## src/rtl/uart_periph_pkg.sv

```systemverilog
// Shared constants for the UART TX FIFO peripheral: register map, CTRL/STATUS
// bit positions, TX FSM states and parity modes.
package uart_periph_pkg;

   localparam logic [3:0] ADDR_STATUS = 4'h0;
   localparam logic [3:0] ADDR_DATA   = 4'h2;
   localparam logic [3:0] ADDR_CTRL   = 4'h4;
   localparam logic [3:0] ADDR_BAUD   = 4'h6;

   localparam int CTRL_LED     = 0;
   localparam int CTRL_TX_EN   = 1;
   localparam int CTRL_IRQ_EN  = 2;
   localparam int CTRL_CLR_OVF = 3;
   localparam int CTRL_FLUSH   = 4;

   localparam int ST_BUSY  = 0;
   localparam int ST_FULL  = 1;
   localparam int ST_EMPTY = 2;
   localparam int ST_OVF   = 3;

   localparam int PARITY_NONE = 0;
   localparam int PARITY_EVEN = 1;
   localparam int PARITY_ODD  = 2;

   typedef enum logic [2:0] {
      S_IDLE,
      S_START,
      S_DATA,
      S_PAR,
      S_STOP
   } tx_state_e;

endpackage

```

## src/rtl/sync_fifo.sv

```systemverilog
// Single-clock first-word-fall-through FIFO with one-cycle flush.
// A push while full is only accepted when a pop happens in the same cycle.
module sync_fifo #(
   parameter int WIDTH = 8,
   parameter int DEPTH = 16
) (
   input  logic                     clk,
   input  logic                     rst,
   input  logic                     push,
   input  logic                     pop,
   input  logic                     flush,
   input  logic [WIDTH-1:0]         din,
   output logic [WIDTH-1:0]         dout,
   output logic                     full,
   output logic                     empty,
   output logic [$clog2(DEPTH):0]   level
);

   localparam int AW = $clog2(DEPTH);
   localparam logic [AW:0] FULL_LVL = DEPTH[AW:0];

   logic [WIDTH-1:0] mem [DEPTH];
   logic [AW-1:0]    wr_ptr;
   logic [AW-1:0]    rd_ptr;
   logic             do_push;
   logic             do_pop;

   assign full    = (level == FULL_LVL);
   assign empty   = (level == '0);
   assign do_pop  = pop && !empty;
   assign do_push = push && !flush && (!full || do_pop);
   assign dout    = mem[rd_ptr];

   always_ff @(posedge clk or negedge rst) begin
      if (!rst) begin
         wr_ptr <= '0;
         rd_ptr <= '0;
         level  <= '0;
      end else if (flush) begin
         wr_ptr <= '0;
         rd_ptr <= '0;
         level  <= '0;
      end else begin
         if (do_push) wr_ptr <= wr_ptr + 1'b1;
         if (do_pop)  rd_ptr <= rd_ptr + 1'b1;
         case ({do_push, do_pop})
            2'b10:   level <= level + 1'b1;
            2'b01:   level <= level - 1'b1;
            default: level <= level;
         endcase
      end
   end

   always_ff @(posedge clk) begin
      if (do_push) mem[wr_ptr] <= din;
   end

endmodule

```

## src/rtl/peripheral_uart_tx_fifo.sv

```systemverilog
// J1 I/O-bus UART transmitter: register decode, read mux, TX FIFO and the
// serial framing FSM (start, data LSB first, optional parity, stop bits).
module peripheral_uart_tx_fifo
   import uart_periph_pkg::*;
#(
   parameter int DATA_W      = 8,
   parameter int FIFO_DEPTH  = 16,
   parameter int DEFAULT_DIV = 434,
   parameter int STOP_BITS   = 1,
   parameter int PARITY      = 0
) (
   input  logic        clk,
   input  logic        rst,
   input  logic [15:0] d_in,
   input  logic        cs,
   input  logic [3:0]  addr,
   input  logic        rd,
   input  logic        wr,
   output logic [15:0] d_out,
   output logic        tx,
   output logic        ledout,
   output logic        irq
);

   localparam int LW = $clog2(FIFO_DEPTH) + 1;

   logic              ctrl_led;
   logic              ctrl_tx_en;
   logic              ctrl_irq_en;
   logic              overflow;
   logic [15:0]       baud;
   logic [15:0]       rdata;

   logic              wr_en;
   logic              rd_en;
   logic              push;
   logic              ctrl_wr;
   logic              clr_ovf;
   logic              flush;
   logic              pop;
   logic [DATA_W-1:0] fifo_dout;
   logic              full;
   logic              empty;
   logic [LW-1:0]     level;
   logic [8:0]        lvl9;
   logic              busy;

   tx_state_e         state;
   tx_state_e         state_n;
   logic [15:0]       baud_cnt;
   logic [15:0]       baud_cnt_n;
   logic [15:0]       div_q;
   logic [15:0]       div_n;
   logic [3:0]        bit_cnt;
   logic [3:0]        bit_cnt_n;
   logic [DATA_W-1:0] shreg;
   logic [DATA_W-1:0] shreg_n;
   logic              par_q;
   logic              par_n;
   logic              tx_n;
   logic              start_ok;
   logic              load;
   logic              data_par;

   assign wr_en   = cs && wr;
   assign rd_en   = cs && rd;
   assign push    = wr_en && (addr == ADDR_DATA);
   assign ctrl_wr = wr_en && (addr == ADDR_CTRL);
   assign clr_ovf = ctrl_wr && d_in[CTRL_CLR_OVF];
   assign flush   = ctrl_wr && d_in[CTRL_FLUSH];

   sync_fifo #(
      .WIDTH (DATA_W),
      .DEPTH (FIFO_DEPTH)
   ) u_fifo (
      .clk   (clk),
      .rst   (rst),
      .push  (push),
      .pop   (pop),
      .flush (flush),
      .din   (d_in[DATA_W-1:0]),
      .dout  (fifo_dout),
      .full  (full),
      .empty (empty),
      .level (level)
   );

   assign lvl9   = 9'(level);
   assign busy   = (state != S_IDLE) || !empty;
   assign ledout = ctrl_led;
   assign irq    = empty && (state == S_IDLE) && ctrl_irq_en;

   always_comb begin
      rdata = '0;
      case (addr)
         ADDR_STATUS: begin
            rdata[ST_BUSY]  = busy;
            rdata[ST_FULL]  = full;
            rdata[ST_EMPTY] = empty;
            rdata[ST_OVF]   = overflow;
            rdata[15:8]     = lvl9[8] ? 8'hFF : lvl9[7:0];
         end
         ADDR_CTRL: begin
            rdata[CTRL_LED]    = ctrl_led;
            rdata[CTRL_TX_EN]  = ctrl_tx_en;
            rdata[CTRL_IRQ_EN] = ctrl_irq_en;
         end
         ADDR_BAUD: rdata = baud;
         default:   rdata = '0;
      endcase
   end

   always_ff @(posedge clk or negedge rst) begin
      if (!rst) begin
         ctrl_led    <= 1'b0;
         ctrl_tx_en  <= 1'b1;
         ctrl_irq_en <= 1'b0;
         baud        <= 16'(DEFAULT_DIV);
         overflow    <= 1'b0;
         d_out       <= '0;
      end else begin
         if (ctrl_wr) begin
            ctrl_led    <= d_in[CTRL_LED];
            ctrl_tx_en  <= d_in[CTRL_TX_EN];
            ctrl_irq_en <= d_in[CTRL_IRQ_EN];
         end
         if (wr_en && (addr == ADDR_BAUD)) baud <= (d_in == '0) ? 16'd1 : d_in;
         // a dropped push outranks a same-cycle clear
         if (push && full && !pop)         overflow <= 1'b1;
         else if (clr_ovf)                 overflow <= 1'b0;
         d_out <= rd_en ? rdata : '0;
      end
   end

   assign start_ok = ctrl_tx_en && !empty;
   assign data_par = ^fifo_dout;

   always_comb begin
      state_n    = state;
      baud_cnt_n = baud_cnt;
      div_n      = div_q;
      bit_cnt_n  = bit_cnt;
      shreg_n    = shreg;
      par_n      = par_q;
      tx_n       = tx;
      pop        = 1'b0;
      load       = 1'b0;
      unique case (state)
         S_IDLE: load = start_ok;
         S_START: begin
            if (baud_cnt == '0) begin
               state_n    = S_DATA;
               baud_cnt_n = div_q - 16'd1;
               bit_cnt_n  = '0;
               tx_n       = shreg[0];
               shreg_n    = shreg >> 1;
            end else begin
               baud_cnt_n = baud_cnt - 16'd1;
            end
         end
         S_DATA: begin
            if (baud_cnt == '0) begin
               baud_cnt_n = div_q - 16'd1;
               if (bit_cnt == 4'(DATA_W - 1)) begin
                  bit_cnt_n = '0;
                  if (PARITY != PARITY_NONE) begin
                     state_n = S_PAR;
                     tx_n    = par_q;
                  end else begin
                     state_n = S_STOP;
                     tx_n    = 1'b1;
                  end
               end else begin
                  bit_cnt_n = bit_cnt + 4'd1;
                  tx_n      = shreg[0];
                  shreg_n   = shreg >> 1;
               end
            end else begin
               baud_cnt_n = baud_cnt - 16'd1;
            end
         end
         S_PAR: begin
            if (baud_cnt == '0) begin
               state_n    = S_STOP;
               baud_cnt_n = div_q - 16'd1;
               bit_cnt_n  = '0;
               tx_n       = 1'b1;
            end else begin
               baud_cnt_n = baud_cnt - 16'd1;
            end
         end
         S_STOP: begin
            if (baud_cnt == '0) begin
               if (bit_cnt == 4'(STOP_BITS - 1)) begin
                  if (start_ok) begin
                     load = 1'b1;
                  end else begin
                     state_n = S_IDLE;
                     tx_n    = 1'b1;
                  end
               end else begin
                  bit_cnt_n  = bit_cnt + 4'd1;
                  baud_cnt_n = div_q - 16'd1;
               end
            end else begin
               baud_cnt_n = baud_cnt - 16'd1;
            end
         end
         default: state_n = S_IDLE;
      endcase
      // frame load is shared by IDLE and the stop-bit exit so frames chain gap-free
      if (load) begin
         pop        = 1'b1;
         state_n    = S_START;
         shreg_n    = fifo_dout;
         div_n      = baud;
         baud_cnt_n = baud - 16'd1;
         bit_cnt_n  = '0;
         par_n      = (PARITY == PARITY_ODD) ? ~data_par : data_par;
         tx_n       = 1'b0;
      end
   end

   always_ff @(posedge clk or negedge rst) begin
      if (!rst) begin
         state    <= S_IDLE;
         baud_cnt <= '0;
         div_q    <= 16'd1;
         bit_cnt  <= '0;
         shreg    <= '0;
         par_q    <= 1'b0;
         tx       <= 1'b1;
      end else begin
         state    <= state_n;
         baud_cnt <= baud_cnt_n;
         div_q    <= div_n;
         bit_cnt  <= bit_cnt_n;
         shreg    <= shreg_n;
         par_q    <= par_n;
         tx       <= tx_n;
      end
   end

endmodule

```

## config.mk

```make
export PLATFORM = sky130hd
export DESIGN_NAME = peripheral_uart_tx_fifo
export DESIGN_NICKNAME = d
export VERILOG_FILES = /design/src/rtl/uart_periph_pkg.sv /design/src/rtl/sync_fifo.sv /design/src/rtl/peripheral_uart_tx_fifo.sv
export SDC_FILE = /design/constraint.sdc
export NUM_CORES = 1
export LEC_CHECK = 0
export BUFFER_PORTS_ARGS = -buffer_cell sky130_fd_sc_hd__buf_2
export CAP_MARGIN = 0
export CORE_ASPECT_RATIO = 1.5
export CORE_MARGIN = 4
export CORE_UTILIZATION = 38
export DETAILED_ROUTE_END_ITERATION = 16
export GPL_TIMING_DRIVEN = 0
export PLACE_DENSITY = 0.5
export SLEW_MARGIN = 40
export SYNTH_ARGS = -nofsm -noshare
export SYNTH_HDL_FRONTEND = slang
export SYNTH_SLANG_ARGS = --single-unit
```

## constraint.sdc

```tcl
create_clock -name clk -period 4.55 [get_ports clk]
set_input_delay 1.365 -clock clk [delete_from_list [all_inputs] [get_ports clk]]
set_output_delay 1.365 -clock clk [all_outputs]
set_load 0.01 [all_outputs]
```

==> impl_metrics.py, run 1 <==
metrics = {
    "logic_synthesis": {
        "yosys.area_share.simple_pct": 11.4,
        "synth_edf_count": 128,
        "async_flop_share_pct": 43.1,
        "netlist_instances": 721,
        "yosysSeqAreaShare_pct": 62.6,
        "syn-cell-area_um2": 10000,
        "synth_fp_nets": 758,
        "ys_ff_latch": 225,
        "synth_compound_area_share_pct": 9.34,
        "synth_ff_type": "edfxtp_1",
        "synth_warnings": 0,
        "syn_avg_cell_area_um2": 13.9,
        "synthMuxAreaShare_pct": 12.2,
        "synth_top_family_by_area": "multiplexers",
        "ys_types": 77,
        "synthAdderAreaFrac_pct": 1.57,
        "synth_xor_area_share_pct": 1.05,
    },
    "sta": {
        "fmax_mhz": 232,
        "min_period_ps": 4310,
        "timing.slew.headroom_pct": 49.6,
        "fin_crit_sh_pct": 94.8,
        "setup_violations": 0,
        "max_slew.worst_pin.slew_ps": 756,
        "rsz0062_at_grt": "no",
        "setup_ws_ps": 235,
        "finalSetupTns_ps": 0,
        "slew_viol_final": 0,
        "hold_viol_final": 0,
        "skew_ps": 14.1,
        "hold_slack_ps": 482,
    },
    "detailed_routing": {
        "ant_nets": 0,
        "vias": 6310,
        "avgRoutedWirePerCell_um": 22.5,
        "routed_wl_um": 25600,
        "drtPass1Iterations": 6,
        "drt_drc_violations_left": 0,
        "viasPerCell": 5.54,
        "drt_iter0_markers": 444,
    },
    "power_and_ir_drop": {
        "p_leak_nw": 4.32,
        "irDropWorstVdd_mv": 0.351,
        "power_density_nw_per_um2": 562,
    },
    "die": {
        "rows": 72,
        "die_w_um": 141,
        "start_util_pct": 38.7,
        "die_area_um2": 29100,
        "core_um2": 25900,
        "die_y_um": 207,
        "ios": 44,
    },
    "placed_design": {
        "placed_cells": 1098,
        "place_ws_ps": -213,
        "hpwl_um": 18300,
        "portBuffers": 42,
        "finalWeightedCongestion": 0.867,
        "place_area_um2": 10700,
    },
    "worst_setup_path": {
        "endpoint_kind": "flip-flop",
        "start_kind": "flip-flop",
        "cpPeakStageDelay_ps": 470,
        "worstPathArrival_ps": 4690,
        "path_cells": "inv_1 > ha_1 > or3b_4 > a21oi_4 > nand2_1 > nor2_1 > clkbuf_2 > clkbuf_2 > o21a_1 > ha_1 > o211ai_1 > and4bb_2 > nor4b_1 > o31ai_1",
        "crit_slowest_cell": "and4bb_2",
        "crit_required_ps": 4930,
        "crit_type": "flip-flop to flip-flop",
        "path_max_fanout": 10,
    },
    "cts": {
        "cts_tree": "built",
        "cts_setup_buffers": 0,
        "htreeDepth": 1,
        "root_buffer": "clkbuf_16",
        "numClockSinks": 225,
        "clk_latency_ps": 520,
        "hold_buffers": 0,
        "clock_path_buffers": 3,
        "path_clk_slew_ps": 70,
        "cts_buffers": 23,
    },
    "global_routing": {
        "grt_pass1_vias": 6548,
        "grt-ovfl-total": 0,
        "grt.total_usage_pct": 17.8,
        "grt_pass1_wl_um": 39500,
        "grt_max_degree": 71,
        "antenna_found_initial": 0,
    },
    "worst_hold_path": {
        "min_path_type": "flip-flop to flip-flop",
    },
    "finish": {
        "drive_gt1_share_pct": 23.3,
        "instances_no_fill": 1139,
        "syn2layout_area_growth_pct": 14.5,
        "fill_cells": 2339,
        "num_antenna_cells": 0,
        "stdcell_area_um2": 11500,
        "layout.nets": 827,
    },
    "job": {
        "max_cap_violations": 0,
    },
    "status": {
        "status": "finished clean",
    },
}
-- cell usage after synthesis (all sizes together) (5+ instances only) --
master,instances,area (um2)
buf,13,68.8
a32oi,6,52.6
nor2,40,150
a31oi,6,37.5
clkbuf,19,71.3
and2,26,165
nand4,6,43.8
inv,11,41.3
o21ai,31,155
a21oi,25,136
nor4,9,71.3
dfstp,8,210
mux2i,10,100
edfxtp,128,3840
and3,7,43.8
dfrtp,89,2230
nand2,98,370
mux2,20,225
o31ai,9,67.6
mux4,40,901
nor3,14,70.1
xor2,7,61.3
a221oi,5,73.8
o21a,5,45.0
nand3,10,60.1
a22oi,7,52.6
ha,11,138
a21boi,6,56.3
xnor2,5,43.8
-- cells in the final DEF (no fill, tap or decap), drive strengths merged, types with 5 or more instances in the layout --
cell    netlist  final
a21boi        6      6
a32oi         6      6
a22oi         7      7
a31oi         6      6
mux4         40     40
a21oi        25     25
a221oi        5      5
inv          11     14
nor3         14     14
o31ai         9      9
nand4         6      6
clkbuf       19     48
dfrtp        89     89
dfstp         8      8
mux2i        10     10
nor2         40     40
and3          7      7
nor4          9      9
nand3        10     10
clkinv        0      6
edfxtp      128    128
mux2         20     20
xor2          7      7
o21a          5      5
buf          13     55
o21ai        31     31
nand2        98     98
and2         26     26
xnor2         5      5
ha           11     11
-- cells by family (layout without fill, tap and decap cells) --
family	after synthesis	in the layout
fa+ha+maj	12	12
simple gates	230	230
flops	225	225
mux	70	70
xor+xnor	12	12
buf+inv	43	128
compound gates	129	129
-- critical path: cells and delay by family (launching register included) --
kind	cells	cell delay, ps
DFF	1	420
adders and majority gates	2	340
buffers and inverters	3	850
AOI/OAI and AO/OA	4	790
and+or+nand+nor	5	1770
-- path summary, 6_finish.rpt --
check / startpoint / end / slack, ps / cells after the start
max in group asynchronous: rst / ctrl_tx_en$_DFFE_PN1P_ / 3190 / 2
min in group asynchronous: rst / div_q[12]$_DFFE_PN0P_ / 700 / 1
worst max register to register: bit_cnt[0]$_DFFE_PN0P_ / baud_cnt[12]$_DFFE_PN0P_ / 240 / 14
worst max-delay path: bit_cnt[0]$_DFFE_PN0P_ / baud_cnt[12]$_DFFE_PN0P_ / 240 / 14
worst min-delay path: div_q[15]$_DFFE_PN0P_ / div_q[15]$_DFFE_PN0P_ / 480 / 2
worst min register to register: div_q[15]$_DFFE_PN0P_ / div_q[15]$_DFFE_PN0P_ / 480 / 2
-- per-stage QoR --
stage | util [%] | power (mW)
after floorplan | - | 4.02
final | 44.3 | 6.45
after detailed placement | 41.3 | 4.64
after global placement | 41.1 | 4.59
after global routing | 44.3 | 6.82
after CTS | 44.2 | 6.54
-- metal layers --
metal	up-vias	wire length, um	GRT usage (%)
li1	2896	-	-
met1	3265	9940	20.4
met2	122	14400	35.1
met3	27	800	2.10
met4	0	424	4.02
met5	-	0	0
-- power breakdown --
part | switching, mW | internal, mW | leakage (nW) | total (mW)
Combinational | 1.09 | 0.837 | 1.57 | 1.93
Sequential | 0.236 | 2.41 | 2.40 | 2.65
Clock | 0.812 | 1.07 | 0.358 | 1.88
Total | 2.14 | 4.32 | 4.32 | 6.45
-- state kept, by name, summed over array words and instances, names as in the netlist, 4 cells and up --
register	count
baud	16
baud_cnt	16
bit_cnt	4
d_out	16
div_q	16
shreg	8
u_fifo.level	5
u_fifo.mem	128
u_fifo.rd_ptr	4
u_fifo.wr_ptr	4
-- what timing repair did --
item                                    4_1_cts  5_1_grt
endpoints found under the setup margin        4        4
pin swaps                                     0        0
resized for setup                             2        2
-- layout make-up --
class                      count  area, um2  share of cell area (%)
sequential                   225       6280                    54.7
multi-input combinational    453       3600                    31.3
clock buffer                  27        601                    5.23
tap                          333        417                    3.63
timing repair buffer          44        255                    2.22
buffer                        32        149                    1.30
clock inverter                14        143                    1.24
inverter                      11       41.3                   0.360
No activity file was read; power rests on OpenSTA's default activity.
==> run 2, diff against run 1 <==
Settings changed: BUFFER_PORTS_ARGS -buffer_cell sky130_fd_sc_hd__buf_2 to -buffer_cell sky130_fd_sc_hd__buf_4.
==> run 2 against run 1 <==
Against the previous run:
- clock power decreased by 2%
- sequential cell count unchanged
- wire length down 0.53%
- sequential share of layout area down 0.37 points
- critical path type unchanged
- critical endpoint unchanged
- non-clock buffer count is the same
- combinational power about the same
- final cell count barely moved
- power down 0.41%
- critical path depth unchanged
- clock skew is 6.4 ps higher
- sequential power hardly changed
==> impl_metrics.py, run 2 (same netlist as run 1, synthesis figures left out) <==
metrics = {
    "sta": {
        "max_slew.worst_pin.slew_ps": 794,
        "fmax_mhz": 236,
        "slew_viol_final": 0,
        "rsz0062_at_grt": "no",
        "skew_ps": 20.5,
        "timing.slew.headroom_pct": 46.6,
        "min_period_ps": 4240,
        "hold_slack_ps": 475,
        "finalSetupTns_ps": 0,
        "setup_violations": 0,
        "setup_ws_ps": 312,
        "hold_viol_final": 0,
        "fin_crit_sh_pct": 93.1,
    },
    "detailed_routing": {
        "ant_nets": 0,
        "drt_drc_violations_left": 0,
        "avgRoutedWirePerCell_um": 22.3,
        "vias": 6242,
        "drt_iter0_markers": 604,
        "drtPass1Iterations": 7,
        "routed_wl_um": 25500,
        "viasPerCell": 5.48,
    },
    "worst_setup_path": {
        "path_max_fanout": 10,
        "path_delay_family": "simple AND/OR/NAND/NOR gates",
        "crit_buf_inv": 3,
        "crit_slowest_cell": "and4bb_2",
        "crit_type": "flip-flop to flip-flop",
        "crit_required_ps": 4930,
        "endpoint_kind": "flip-flop",
        "start_kind": "flip-flop",
        "path_cells": "inv_1 > ha_1 > or3b_4 > a21oi_4 > nand2_1 > nor2_1 > clkbuf_2 > clkbuf_2 > o21a_1 > ha_1 > o211ai_1 > and4bb_2 > nor4b_1 > o31ai_1",
        "cpPeakStageDelay_ps": 480,
        "rrSetupSlack_ps": 310,
        "worstPathArrival_ps": 4610,
    },
    "global_routing": {
        "grt.total_usage_pct": 17.6,
        "antenna_found_initial": 0,
        "grt_max_degree": 98,
        "grt_pass1_vias": 6613,
        "grt-ovfl-total": 0,
        "grt_pass1_wl_um": 39400,
    },
    "cts": {
        "hold_buffers": 0,
        "root_buffer": "clkbuf_16",
        "cts_tree": "built",
        "clock_path_buffers": 3,
        "clk_latency_ps": 520,
        "cts_buffers": 23,
        "htreeDepth": 1,
        "numClockSinks": 225,
        "path_clk_slew_ps": 70,
    },
    "finish": {
        "final_cell_mix": "128 x edfxtp_1, 97 x nand2_1, 89 x dfrtp_1, 42 x buf_4",
        "final_util_pct": 44.6,
        "final_common_cell": "edfxtp_1",
        "layout.nets": 827,
        "num_antenna_cells": 0,
        "largest_register": "u_fifo.mem",
        "drive_gt1_share_pct": 22.9,
        "stdcell_area_um2": 11600,
        "instances_no_fill": 1140,
        "syn2layout_area_growth_pct": 15.3,
        "largest_register_ffs": 128,
    },
    "die": {
        "start_util_pct": 38.7,
        "rows": 72,
        "core_um2": 25900,
        "ios": 44,
        "die_area_um2": 29100,
        "die_y_um": 207,
        "die_w_um": 141,
    },
    "placed_design": {
        "hpwl_um": 18100,
        "place_ws_ps": -91.3,
        "placed_cells": 1097,
        "place_area_um2": 10800,
        "portBuffers": 42,
        "finalWeightedCongestion": 0.856,
    },
    "power_and_ir_drop": {
        "p_leak_nw": 4.33,
        "p_total_mw": 6.43,
        "power_density_nw_per_um2": 556,
        "irDropWorstVdd_mv": 0.368,
    },
    "status": {
        "status": "finished clean",
    },
    "job": {
        "max_cap_violations": 0,
    },
    "worst_hold_path": {
        "min_path_type": "flip-flop to flip-flop",
    },
}
-- run 2: cell types whose count changed in the layout (fill, tap and decap cells not counted), sizes merged --
| cell | change |
|---|---|
| inv | -1 |
| buf | +1 |
| clkbuf | -2 |
| clkinvlp | -1 |
| clkinv | +4 |
-- run 2: path summary, 6_finish.rpt --
kind | start | endpoint | depth (start not counted)
setup / recovery | bit_cnt[0]$_DFFE_PN0P_ | baud_cnt[12]$_DFFE_PN0P_ | 14
hold / removal | div_q[5]$_DFFE_PN0P_ | div_q[5]$_DFFE_PN0P_ | 2
setup reg to reg | bit_cnt[0]$_DFFE_PN0P_ | baud_cnt[12]$_DFFE_PN0P_ | 14
hold reg to reg | div_q[5]$_DFFE_PN0P_ | div_q[5]$_DFFE_PN0P_ | 2
max in group asynchronous | rst | ctrl_tx_en$_DFFE_PN1P_ | 2
min in group asynchronous | rst | baud[12]$_DFFE_PN0P_ | 1
-- run 2: final cells by class --
class / instances / area, um2
Tap cell: 333 / 417
Inverter: 11 / 41.3
Clock buffer: 26 / 587
Clock inverter: 16 / 141
Sequential cell: 225 / 6280
Multi-Input combinational cell: 453 / 3590
Buffer: 32 / 148
Timing Repair Buffer: 44 / 358
Fill cell: 2395 / 14400
-- run 2: what timing repair did --
item                       CTS  global route
setup buffers                0             0
resized for setup            1             4
gates cloned                 0             0
setup endpoints to repair    4             3
-- run 2: power breakdown --
| group | switching (mW) | total [mW] | internal [mW] |
|---|---|---|---|
| sequential | 0.237 | 2.65 | 2.41 |
| clock | 0.794 | 1.84 | 1.05 |
| combinational | 1.10 | 1.94 | 0.843 |
| total | 2.13 | 6.43 | 4.30 |
-- run 2: worst min-delay path, stage by stage (launching register included) --
cell and delay (ps):
dfrtp_1 340, nand2_1 50, nand2_1 50
-- run 2: metal layers --
metal / global-route usage, % / vias to the layer above / routed length (um)
li1: - / 2888 / -
met1: 20.4 / 3140 / 9910
met2: 32.1 / 158 / 13300
met3: 2.58 / 56 / 902
met4: 8.31 / 0 / 1330
met5: 0 / - / 0
